--- config.mk ---
export PLATFORM = sky130hd
export DESIGN_NAME = bp_me_dma_arbiter
export DESIGN_NICKNAME = d
export VERILOG_FILES = /design/src/rtl/bp_me_dma_arbiter_pkg.sv /design/src/rtl/bp_me_dma_owner_fifo.sv /design/src/rtl/bp_me_dma_arbiter.sv
export SDC_FILE = /design/constraint.sdc
export NUM_CORES = 1
export LEC_CHECK = 0
export ABC_AREA = 1
export ABC_CLOCK_PERIOD_IN_PS = 3790
export BUFFER_PORTS_ARGS = -buffer_cell sky130_fd_sc_hd__buf_2
export CAP_MARGIN = 40
export CORE_AREA = 2 2 343 345
export CTS_CLUSTER_SIZE = 30
export DETAILED_ROUTE_END_ITERATION = 16
export DIE_AREA = 0 0 345 347
export HOLD_SLACK_MARGIN = 0.03
export PLACE_DENSITY_LB_ADDON = 0.08
export SLEW_MARGIN = 20
export SYNTH_ARGS = -nofsm -noshare
export SYNTH_HDL_FRONTEND = slang
export SYNTH_SLANG_ARGS = --single-unit
--- constraint.sdc ---
create_clock -name clk_i -period 3.79 [get_ports clk_i]
set_clock_uncertainty 0.15 [all_clocks]
set_input_delay 0.5685 -clock clk_i [delete_from_list [all_inputs] [get_ports clk_i]]
set_output_delay 0.5685 -clock clk_i [all_outputs]
set_load 0.02 [all_outputs]
--- src/rtl/bp_me_dma_arbiter_pkg.sv ---
// Shared types and sizing helpers for the cache-DMA arbiter.
package bp_me_dma_arbiter_pkg;

  localparam int dma_addr_width_lp = 40;
  localparam int block_beats_lp    = 8;

  // A cache-DMA packet: direction bit on top, address below it.
  typedef struct packed {
    logic                         write_not_read;
    logic [dma_addr_width_lp-1:0] addr;
  } bp_me_dma_pkt_s;

  // $clog2 that never returns 0, so single-entry sizes still get a 1-bit field.
  function automatic int clog2_min1(input int val);
    return (val > 1) ? $clog2(val) : 1;
  endfunction

  localparam int beat_cnt_width_lp = clog2_min1(block_beats_lp);

endpackage

--- src/rtl/bp_me_dma_owner_fifo.sv ---
// Small FIFO of requester ids; records which requester owns each in-flight block.
module bp_me_dma_owner_fifo
  import bp_me_dma_arbiter_pkg::*;
#(
  parameter int els_p   = 4,
  parameter int width_p = 2
) (
  input  logic               clk_i,
  input  logic               reset_n_i,
  input  logic               v_i,
  input  logic [width_p-1:0] data_i,
  input  logic               yumi_i,
  output logic [width_p-1:0] data_o,
  output logic               full_o,
  output logic               empty_o
);

  localparam int ptr_width_lp = clog2_min1(els_p);
  localparam int cnt_width_lp = $clog2(els_p + 1);
  localparam logic [ptr_width_lp-1:0] last_ptr_lp = ptr_width_lp'(els_p - 1);

  logic [width_p-1:0]      mem [els_p];
  logic [ptr_width_lp-1:0] rd_ptr_r, wr_ptr_r;
  logic [cnt_width_lp-1:0] count_r;
  logic                    do_push, do_pop;

  // A pop frees the head slot in the same cycle, so a push into a full FIFO is fine then.
  assign do_pop  = yumi_i & ~empty_o;
  assign do_push = v_i & (~full_o | do_pop);
  assign empty_o = (count_r == '0);
  assign full_o  = (count_r == cnt_width_lp'(els_p));
  assign data_o  = mem[rd_ptr_r];

  // Pointers wrap explicitly so depths that are not powers of two work.
  always_ff @(posedge clk_i or negedge reset_n_i) begin
    if (!reset_n_i) begin
      rd_ptr_r <= '0;
      wr_ptr_r <= '0;
      count_r  <= '0;
    end else begin
      if (do_push) wr_ptr_r <= (wr_ptr_r == last_ptr_lp) ? '0 : wr_ptr_r + 1'b1;
      if (do_pop)  rd_ptr_r <= (rd_ptr_r == last_ptr_lp) ? '0 : rd_ptr_r + 1'b1;
      if (do_push && !do_pop)      count_r <= count_r + 1'b1;
      else if (do_pop && !do_push) count_r <= count_r - 1'b1;
    end
  end

  // Id storage needs no reset; the empty flag masks stale entries.
  always_ff @(posedge clk_i) begin
    if (do_push) mem[wr_ptr_r] <= data_i;
  end

endmodule

--- src/rtl/bp_me_dma_arbiter.sv ---
// Round-robin arbiter sharing one memory DMA port among several L2 cache requesters.
module bp_me_dma_arbiter
  import bp_me_dma_arbiter_pkg::*;
#(
  parameter int num_dma_p       = 4,
  parameter int dma_pkt_width_p = 41,
  parameter int fill_width_p    = 64,
  parameter int block_beats_p   = block_beats_lp,
  parameter int rd_els_p        = 4,
  parameter int wr_els_p        = 2
) (
  input  logic                                 clk_i,
  input  logic                                 reset_n_i,
  input  logic [num_dma_p*dma_pkt_width_p-1:0] dma_pkt_i,
  input  logic [num_dma_p-1:0]                 dma_pkt_v_i,
  output logic [num_dma_p-1:0]                 dma_pkt_yumi_o,
  output logic [num_dma_p*fill_width_p-1:0]    dma_data_o,
  output logic [num_dma_p-1:0]                 dma_data_v_o,
  input  logic [num_dma_p-1:0]                 dma_data_ready_and_i,
  input  logic [num_dma_p*fill_width_p-1:0]    dma_data_i,
  input  logic [num_dma_p-1:0]                 dma_data_v_i,
  output logic [num_dma_p-1:0]                 dma_data_yumi_o,
  output logic [dma_pkt_width_p-1:0]           mem_pkt_o,
  output logic                                 mem_pkt_v_o,
  input  logic                                 mem_pkt_ready_and_i,
  input  logic [fill_width_p-1:0]              mem_data_i,
  input  logic                                 mem_data_v_i,
  output logic                                 mem_data_ready_and_o,
  output logic [fill_width_p-1:0]              mem_data_o,
  output logic                                 mem_data_v_o,
  input  logic                                 mem_data_ready_and_i
);

  localparam int id_width_lp  = clog2_min1(num_dma_p);
  localparam int cnt_width_lp = clog2_min1(block_beats_p);
  localparam logic [id_width_lp-1:0]  last_id_lp   = id_width_lp'(num_dma_p - 1);
  localparam logic [cnt_width_lp-1:0] last_beat_lp = cnt_width_lp'(block_beats_p - 1);

  logic [num_dma_p-1:0]    eligible;
  logic [id_width_lp-1:0]  ptr_r, lock_id_r, scan_id, grant_id, rd_head, wr_head;
  logic                    lock_r, grant_found, accept, grant_write;
  logic                    rd_full, rd_empty, wr_full, wr_empty;
  logic                    rd_push, wr_push, rd_hs, wr_hs, rd_pop, wr_pop;
  logic [cnt_width_lp-1:0] rd_cnt_r, wr_cnt_r;

  // A requester only competes if the owner FIFO for its direction has room.
  for (genvar i = 0; i < num_dma_p; i++) begin : g_elig
    assign eligible[i] = dma_pkt_v_i[i]
                       & (dma_pkt_i[i*dma_pkt_width_p + dma_pkt_width_p - 1] ? ~wr_full : ~rd_full);
  end

  // Round-robin search: first eligible index at or after the pointer, wrapping.
  always_comb begin
    int idx;
    grant_found = 1'b0;
    scan_id     = '0;
    idx         = 0;
    for (int k = 0; k < num_dma_p; k++) begin
      idx = int'(ptr_r) + k;
      if (idx >= num_dma_p) idx = idx - num_dma_p;
      if (!grant_found && eligible[idx]) begin
        grant_found = 1'b1;
        scan_id     = id_width_lp'(idx);
      end
    end
  end

  // A stalled packet keeps its grant so a newly valid requester cannot preempt it.
  assign grant_id    = lock_r ? lock_id_r : scan_id;
  assign mem_pkt_v_o = reset_n_i & (lock_r | grant_found);
  assign mem_pkt_o   = dma_pkt_i[grant_id*dma_pkt_width_p +: dma_pkt_width_p];
  assign accept      = mem_pkt_v_o & mem_pkt_ready_and_i;
  assign grant_write = mem_pkt_o[dma_pkt_width_p-1];
  assign rd_push     = accept & ~grant_write;
  assign wr_push     = accept &  grant_write;

  // Pointer advance past the accepted requester and grant lock bookkeeping.
  always_ff @(posedge clk_i or negedge reset_n_i) begin
    if (!reset_n_i) begin
      ptr_r     <= '0;
      lock_r    <= 1'b0;
      lock_id_r <= '0;
    end else if (accept) begin
      ptr_r  <= (grant_id == last_id_lp) ? '0 : grant_id + 1'b1;
      lock_r <= 1'b0;
    end else if (mem_pkt_v_o) begin
      lock_r    <= 1'b1;
      lock_id_r <= grant_id;
    end
  end

  // Read fills and write drains flow independently; the data paths key off each FIFO head.
  assign mem_data_ready_and_o = ~rd_empty & dma_data_ready_and_i[rd_head];
  assign rd_hs                = mem_data_v_i & mem_data_ready_and_o;
  assign rd_pop               = rd_hs & (rd_cnt_r == last_beat_lp);
  assign dma_data_o           = {num_dma_p{mem_data_i}};

  assign mem_data_v_o = ~wr_empty & dma_data_v_i[wr_head];
  assign mem_data_o   = dma_data_i[wr_head*fill_width_p +: fill_width_p];
  assign wr_hs        = mem_data_v_o & mem_data_ready_and_i;
  assign wr_pop       = wr_hs & (wr_cnt_r == last_beat_lp);

  // Steer per-requester strobes to the owner at each FIFO head and to the arbitration winner.
  always_comb begin
    dma_pkt_yumi_o  = '0;
    dma_data_v_o    = '0;
    dma_data_yumi_o = '0;
    for (int i = 0; i < num_dma_p; i++) begin
      dma_pkt_yumi_o[i]  = accept & (grant_id == id_width_lp'(i));
      dma_data_v_o[i]    = mem_data_v_i & ~rd_empty & (rd_head == id_width_lp'(i));
      dma_data_yumi_o[i] = wr_hs & (wr_head == id_width_lp'(i));
    end
  end

  // Beat counters; each wraps on the last beat of a block, which also pops its FIFO.
  always_ff @(posedge clk_i or negedge reset_n_i) begin
    if (!reset_n_i) begin
      rd_cnt_r <= '0;
      wr_cnt_r <= '0;
    end else begin
      if (rd_hs) rd_cnt_r <= rd_pop ? '0 : rd_cnt_r + 1'b1;
      if (wr_hs) wr_cnt_r <= wr_pop ? '0 : wr_cnt_r + 1'b1;
    end
  end

  bp_me_dma_owner_fifo #(
    .els_p   (rd_els_p),
    .width_p (id_width_lp)
  ) rd_owner_fifo (
    .clk_i     (clk_i),
    .reset_n_i (reset_n_i),
    .v_i       (rd_push),
    .data_i    (grant_id),
    .yumi_i    (rd_pop),
    .data_o    (rd_head),
    .full_o    (rd_full),
    .empty_o   (rd_empty)
  );

  bp_me_dma_owner_fifo #(
    .els_p   (wr_els_p),
    .width_p (id_width_lp)
  ) wr_owner_fifo (
    .clk_i     (clk_i),
    .reset_n_i (reset_n_i),
    .v_i       (wr_push),
    .data_i    (grant_id),
    .yumi_i    (wr_pop),
    .data_o    (wr_head),
    .full_o    (wr_full),
    .empty_o   (wr_empty)
  );

endmodule

# --- Yosys cells after proc, flatten, opt, wreduce, memory -nomap -nowiden ---
# Memory sizes are Yosys's and may differ from the RTL's.
# Index checks and enable logic that the tools add are counted.
totals:
  inputBits: 501
  n_memories: 2
  out_inout_bits: 376
  elab_cells: 172
  ff_bits: 22
  mem_bits_rw: 12
memory_table:
  columns: ["memory", "words", "width", "rd", "rd_ports_with_merged_regs", "wr", "line", "text"]
  rows:
  - ["rd_owner_fifo.mem", 4, 2, 1, 0, 1, "bp_me_dma_owner_fifo.sv:22", "logic [width_p-1:0] mem [els_p];"]
  - ["wr_owner_fifo.mem", 2, 2, 1, 0, 1, "bp_me_dma_owner_fifo.sv:22", null]
classes:
  multipliers: 1
  reduce_logical: 23
  bitwise: 40
  eq_ne: 15
  n_lt_le_gt_ge: 10
  mux: 50
  add_sub_neg: 18
  shifts: 2
op_table:
  columns: ["cell", "count"]
  rows:
  - ["variable part select 256 x 9 -> 64 bit", 1]
  - ["variable part select 164 x 9 -> 41 bit", 1]
  - ["< comparator 32 x 4 -> 1 bit, second input constant", 4]
  - ["2-to-1 mux 32 bit", 4]
  - ["AND 1 bit", 31]
  - ["2-to-1 mux 1 bit", 26]
  - ["2-to-1 mux 2 bit", 10]
  - ["equality test 2 bit, second input constant", 9]
  - ["binary-select mux 1 bit (select 2 bit)", 6]
  - ["2-to-1 mux 3 bit", 4]
  - ["subtractor 3 x 3 -> 4 bit, second input constant", 3]
  - ["adder 3 x 1 -> 3 bit, second input constant", 3]
  - ["equality test 3 bit, second input constant", 3]
  - [">= comparator 3 bit, second input constant", 3]
  - ["adder 2 x 1 -> 2 bit, second input constant", 4]
  - ["logical NOT 2 bit", 4]
  - ["multiplier 2 x 6 -> 8 bit, second input constant", 1]
  - ["logical AND 1 bit", 7]
  - ["logical NOT 1 bit", 7]
  - ["adder 2 x 2 -> 3 bit, second input constant", 2]
  - ["equality test 2 x 1 -> 1 bit, second input constant", 3]
  - ["< comparator 2 x 3 -> 1 bit, second input constant", 2]
  - ["inverter 1 bit", 6]
  - ["nonzero test 2 bit", 3]
  - ["9 further kinds", 12]

# --- Depth between registers and ports, before layout ---
logic_depth:
  depth_word: 27
  depth_mapped: 24

# --- By module ---
# Synthesis repeated with hierarchy kept, for this count alone.
unflattened:
  hier_cells: 1167
  area_unflattened_um2: 7199.4
modules_own_cells:
  columns: ["mod", "cells_each", "area_per_inst_um2", "n_inst", "seq_area_each_um2"]
  rows:
  - ["bp_me_dma_arbiter", 1040, 6014.5, 1, 275.3]
  - ["bp_me_dma_owner_fifo at rd_owner_fifo", 83, 799.5, 1, 415.4]
  - ["bp_me_dma_owner_fifo at wr_owner_fifo", 44, 385.4, 1, 220.2]

# --- Least setup slack after synthesis ---
# No wires, ideal clock.
synth_path:
  path_kind: "input port to flip-flop"
  startpoint: "input port dma_pkt_i[40]"
  endpoint: "register rd_owner_fifo.count_r[1]"
  path_buffers: 0
  path_stages: 15
  arrival_time_ns: 2.894
  path_slack_ns: 0.622
  cell_sequence: "nand3b_2 -> nand3_1 -> nand3_1 -> nand2_2 -> nand3_2 -> nor2_1 -> nor2_1 -> a21oi_1 -> nand2_1 -> nand3_2 -> inv_1 -> ha_1 -> inv_1 -> fa_1 -> mux2_2"
synth_between:
  elab_chain_cells: 24
  word_cells_on_any_way: 42
synth_rtl:
  columns: ["item", "line", "text"]
  rows:
  - ["from (decl)", "bp_me_dma_arbiter.sv:14", "input logic [num_dma_p*dma_pkt_width_p-1:0] dma_pkt_i,"]
  - ["2-to-1 mux 1 bit (*)", "bp_me_dma_arbiter.sv:49", "& (dma_pkt_i[i*dma_pkt_width_p + dma_pkt_width_p - 1] ? ~wr_full : ~rd_full);"]
  - ["AND 1 bit (*)", "bp_me_dma_arbiter.sv:49", null]
  - ["binary-select mux 1 bit (select 2 bit)", "bp_me_dma_arbiter.sv:61", "if (!grant_found && eligible[idx]) begin"]
  - ["2-to-1 mux 1 bit (implied by the code) (2 in series)", "bp_me_dma_arbiter.sv:61", null]
  - ["2-to-1 mux 1 bit", "bp_me_dma_arbiter.sv:61", null]
  - ["logical NOT 1 bit", "bp_me_dma_arbiter.sv:61", null]
  - ["logical AND 1 bit", "bp_me_dma_arbiter.sv:61", null]
  - ["2-to-1 mux 1 bit", "bp_me_dma_arbiter.sv:61", null]
  - ["[7 not listed]", null, null]
  - ["net grant_id[1]", "bp_me_dma_arbiter.sv:40", "logic [id_width_lp-1:0] ptr_r, lock_id_r, scan_id, grant_id, rd_head, wr_head;"]
  - ["[1 not listed]", null, null]
  - ["variable part select 164 x 9 -> 41 bit (*)", "bp_me_dma_arbiter.sv:71", "assign mem_pkt_o = dma_pkt_i[grant_id*dma_pkt_width_p +: dma_pkt_width_p];"]
  - ["inverter 1 bit (*)", "bp_me_dma_arbiter.sv:74", "assign rd_push = accept & ~grant_write;"]
  - ["AND 1 bit (*)", "bp_me_dma_arbiter.sv:74", null]
  - ["AND 1 bit (*)", "bp_me_dma_owner_fifo.sv:29", "assign do_push = v_i & (~full_o | do_pop);"]
  - ["net rd_owner_fifo.do_push", "bp_me_dma_owner_fifo.sv:25", "logic do_push, do_pop;"]
  - ["logical NOT 1 bit", "bp_me_dma_owner_fifo.sv:44", "else if (do_pop && !do_push) count_r <= count_r - 1'b1;"]
  - ["logical AND 1 bit", "bp_me_dma_owner_fifo.sv:44", null]
  - ["nonzero test 2 bit (no line)", null, null]
  - ["to (signal assigned)", "bp_me_dma_owner_fifo.sv:43", "if (do_push && !do_pop) count_r <= count_r + 1'b1;"]
  - ["to (signal assigned)", "bp_me_dma_owner_fifo.sv:44", null]
  - ["to (decl)", "bp_me_dma_owner_fifo.sv:24", "logic [cnt_width_lp-1:0] count_r;"]
# The timed path passes the listed nets; every way through them passes the cells marked *. The select of a mux whose other input is x is not followed.
# A chain may end at the register's enable or synchronous reset.

# --- Final worst setup path ---
layout_path:
  startpoint: "register rd_owner_fifo.count_r[1]"
  endpoint: "output port mem_pkt_o[12]"
layout_between:
  elab_chain_cells: 20
  word_cells_on_any_way: 38
layout_rtl:
  columns: ["item", "line", "text"]
  rows:
  - ["equality test 3 bit (*)", "bp_me_dma_owner_fifo.sv:31", "assign full_o = (count_r == cnt_width_lp'(els_p));"]
  - ["inverter 1 bit (*)", "bp_me_dma_arbiter.sv:49", null]
  - ["2-to-1 mux 1 bit", "bp_me_dma_arbiter.sv:49", null]
  - ["AND 1 bit", "bp_me_dma_arbiter.sv:49", null]
  - ["binary-select mux 1 bit (select 2 bit)", "bp_me_dma_arbiter.sv:61", null]
  - ["2-to-1 mux 1 bit (implied by the code) (2 in series)", "bp_me_dma_arbiter.sv:61", null]
  - ["2-to-1 mux 1 bit", "bp_me_dma_arbiter.sv:61", null]
  - ["logical NOT 1 bit", "bp_me_dma_arbiter.sv:61", null]
  - ["[3 not listed]", null, null]
  - ["logical AND 1 bit", "bp_me_dma_arbiter.sv:61", null]
  - ["2-to-1 mux 1 bit", "bp_me_dma_arbiter.sv:61", null]
  - ["logical NOT 1 bit", "bp_me_dma_arbiter.sv:61", null]
  - ["logical AND 1 bit", "bp_me_dma_arbiter.sv:61", null]
  - ["2-to-1 mux 2 bit (*)", "bp_me_dma_arbiter.sv:61", null]
  - ["2-to-1 mux 2 bit (*)", "bp_me_dma_arbiter.sv:69", "assign grant_id = lock_r ? lock_id_r : scan_id;"]
  - ["multiplier 2 x 6 -> 8 bit (*)", "bp_me_dma_arbiter.sv:71", null]
  - ["variable part select 164 x 9 -> 41 bit (*)", "bp_me_dma_arbiter.sv:71", null]
  - ["to (decl)", "bp_me_dma_arbiter.sv:23", "output logic [dma_pkt_width_p-1:0] mem_pkt_o,"]
# Mark *: on every way between the ends. The rest lies on a longest branch, timed or not. The select of a mux whose other input is x is not followed.

==> run summary <==
DP HPWL: 46.4 mm
# diodes: 0
peak supply drop: 0.452 mV
Sum Neg Setup Slack: 0 ns
layout cell share with drive strength beyond 1: 46.6%
Std-Cell Core Area: 0.116 mm2
final setup vio count: 0
H-Tree Depth: 2
Mapped Nets: 1626
Max Buffers Root-to-Sink: 2
pin count of the biggest net entering global routing: 129
register area: 913 um2
crit path launch: rd_owner_fifo.count_r[1]$_DFFE_PN0P_
dpl cell area: 0.00998 mm2
clock slew seen by the registers of the worst setup and hold paths: 0.06 ns
final non-filler cell total: 2896
required time at the worst-slack endpoint: 3.07 ns
first drt pass iteration count: 5
Arr. time, crit path: 2.86 ns
worst r2r src: rd_owner_fifo.count_r[1]$_DFFE_PN0P_
Site Rows: 125
Mapped Area: 0.00706 mm2
GRT overflow: 0
Yosys cell types: 32
Starting Density: 6.10%
DRC errors left: 0
fillers: 13.8k
gr usage total: 8.37%
CTS tree: done
Slew headroom: 51.4%
Buffers on Ports: 556
vias per inst: 2.95
LEAKAGE: 4.72 nW
WS Path Type: register to output pin
fmax: 279 MHz
crit share post-route: 94.5%
cts hold-fix bufs: 0
Crit. End Element: output pin
Cells after Synth: 1109
footprint of the multi-input gates: 0.00376 mm2
routed length per instance: 18.8 um
worst min path class: input port to asynchronous set/reset pin
worst skew pair latency: 0.29 ns
IO Pins: 877
die height: 347 um
vias in the first global route: 8931
first-pass GRT wire length: 71.4 mm
most frequent cells in the layout: 542 x buf_2, 230 x nand3_1, 191 x nand2_1, 106 x a21oi_1, 66 x a22oi_1
worst-path maximum fanout: 16
sequential area share after synthesis: 12.9%
DRT Wirelength: 54.5 mm
cell area after layout: 0.0102 mm2
Slew Limit Fails: 0
RePlAce Congestion: 0.800
crit path time final: 3.58 ns
Inserted Clock Buffers: 5
Final Net Count: 1888
Startpoint Class: register
commonest non-fill, non-tap cell in the layout: buf_2
Synth Register Bits: 34
area growth from synthesis to layout: 45.0%
post-route ant nets: 0
Yosys Warn Count: 0
status: completed
Inst Count DP: 2882
die area: 0.120 mm2
CTS root buf: clkbuf_16
synthesized area per cell: 6.37 um2
MaxCap Viol Count: 0
Die W: 345 um
Fin. Hold Viols: 0
initial antenna violation count: 9
initial drt markers: 345
via count: 8553
clock sinks: 34
PD cells: 1030 mW/mm2
measured slew at the worst slew-check pin: 0.729 ns
## cell families after synthesis
kind of cell             Yosys count  synth area share (%)
AND/OR/NAND/NOR                  478                  30.9
buffers and inverters            371                  34.6
AO/OA/AOI/OAI                    203                  17.7
flip-flops                        34                  12.9
adder cells (fa/ha/maj)           16                  2.94
XOR/XNOR                           6                 0.850
multiplexers                       1                 0.159
## flip-flops by register name, indices dropped and copies added, names as in the netlist
signal,cells
wr_owner_fifo.wr_ptr_r,1
wr_owner_fifo.count_r,2
rd_owner_fifo.count_r,3
lock_id_r,2
rd_owner_fifo.wr_ptr_r,2
rd_owner_fifo.mem,8
wr_owner_fifo.rd_ptr_r,1
wr_cnt_r,3
wr_owner_fifo.mem,4
rd_cnt_r,3
lock_r,1
rd_owner_fifo.rd_ptr_r,2
ptr_r,2
## synthesized netlist by cell type
cell type / n / share of area (%)
nand2_2: 4 / 0.35
buf_2: 15 / 1.1
nor2_4: 2 / 0.32
xnor2_2: 1 / 0.23
a21oi_1: 109 / 7.7
nand3b_2: 1 / 0.16
xor2_1: 3 / 0.37
nor2_2: 2 / 0.18
mux2_2: 1 / 0.16
nand4_1: 8 / 0.71
nor3_1: 6 / 0.43
dfrtp_1: 22 / 7.8
ha_1: 15 / 2.7
a31oi_2: 1 / 0.18
inv_2: 8 / 0.43
nand3_1: 230 / 16
nand2_4: 1 / 0.16
nand2_1: 194 / 10
a22oi_1: 66 / 7.0
o21a_1: 1 / 0.11
fa_1: 1 / 0.28
a21oi_2: 15 / 1.9
buf_6: 6 / 0.96
and2_1: 1 / 0.089
inv_1: 37 / 2.0
o21ai_0: 11 / 0.78
xnor2_1: 2 / 0.25
edfxtp_1: 12 / 5.1
nor2_1: 25 / 1.3
clkbuf_1: 42 / 2.2
nand3_2: 4 / 0.57
buf_4: 263 / 28
## critical path, cell delays in order, from the launching register on
cell and delay [ns]:
dfrtp_1 0.43, nor2_4 0.22, nand3_1 0.12, nand4_1 0.14
nand3_1 0.11, nand2_2 0.14, nand3_1 0.09, nand3_1 0.08
nand2_1 0.09, nand2_1 0.11, nand2_4 0.11, buf_12 0.18
buf_4 0.19, nand2_1 0.07, a21oi_1 0.04, a21oi_2 0.21
buf_2 0.21
## cell type report
type | instances | area share, %
Tap cell | 1524 | 18.6
Multi-Input combinational cell | 704 | 36.7
Clock inverter | 3 | 0.159
Timing Repair Buffer | 581 | 32.7
Sequential cell | 34 | 8.92
Clock buffer | 5 | 1.22
Inverter | 45 | 1.65
## stage by stage
stage | total power [W] | utilization, % | hold WS, ns | setup slack (ns)
after global routing | 0.0115 | 8.85 | 0.186 | -0.00177
after floorplan | 0.00641 | - | 0.123 | 0.622
after detailed placement | 0.0101 | 8.62 | 0.308 | 0.195
final | 0.0105 | 8.85 | 0.145 | 0.210
after global placement | 0.0102 | 8.62 | 0.317 | 0.174
after CTS | 0.0106 | 8.74 | 0.159 | 0.000669
## final timing paths
kind / to / slack, ns / depth (start not counted)
min in group clk_i: wr_owner_fifo.wr_ptr_r$_DFFE_PN0N_ / 0.32 / 2
worst max register to register: rd_owner_fifo.count_r[2]$_DFFE_PN0P_ / 0.51 / 21
worst min-delay path: rd_owner_fifo.wr_ptr_r[0]$_DFFE_PN0P_ / 0.15 / 2
worst max-delay path: mem_pkt_o[12] / 0.21 / 16
worst min register to register: wr_owner_fifo.wr_ptr_r$_DFFE_PN0N_ / 0.32 / 2
max in group asynchronous: ptr_r[0]$_DFFE_PN0P_ / 3.06 / 2
## where the power goes
part,switching [W],total [W],internal (W)
logic,0.00642,0.00940,0.00298
clock network,0.000166,0.000406,0.000240
registers,0.000138,0.000697,0.000559
## layer usage
metal	GRT usage [%]	vias up	wire length, um
met5	0	-	75
met4	2.23	14	1510
met3	4.44	68	6630
met2	16.3	569	29100
met1	7.41	3867	17100
li1	-	4035	-
## what timing repair did
item,in CTS,in global routing
gates resized for setup,1,8
cloned,0,3
endpoints found under the setup margin,1,17
hold endpoints to repair,0,0
setup buffers,0,3
pin swaps,0,2
No activity file was read; power rests on OpenSTA's default activity.
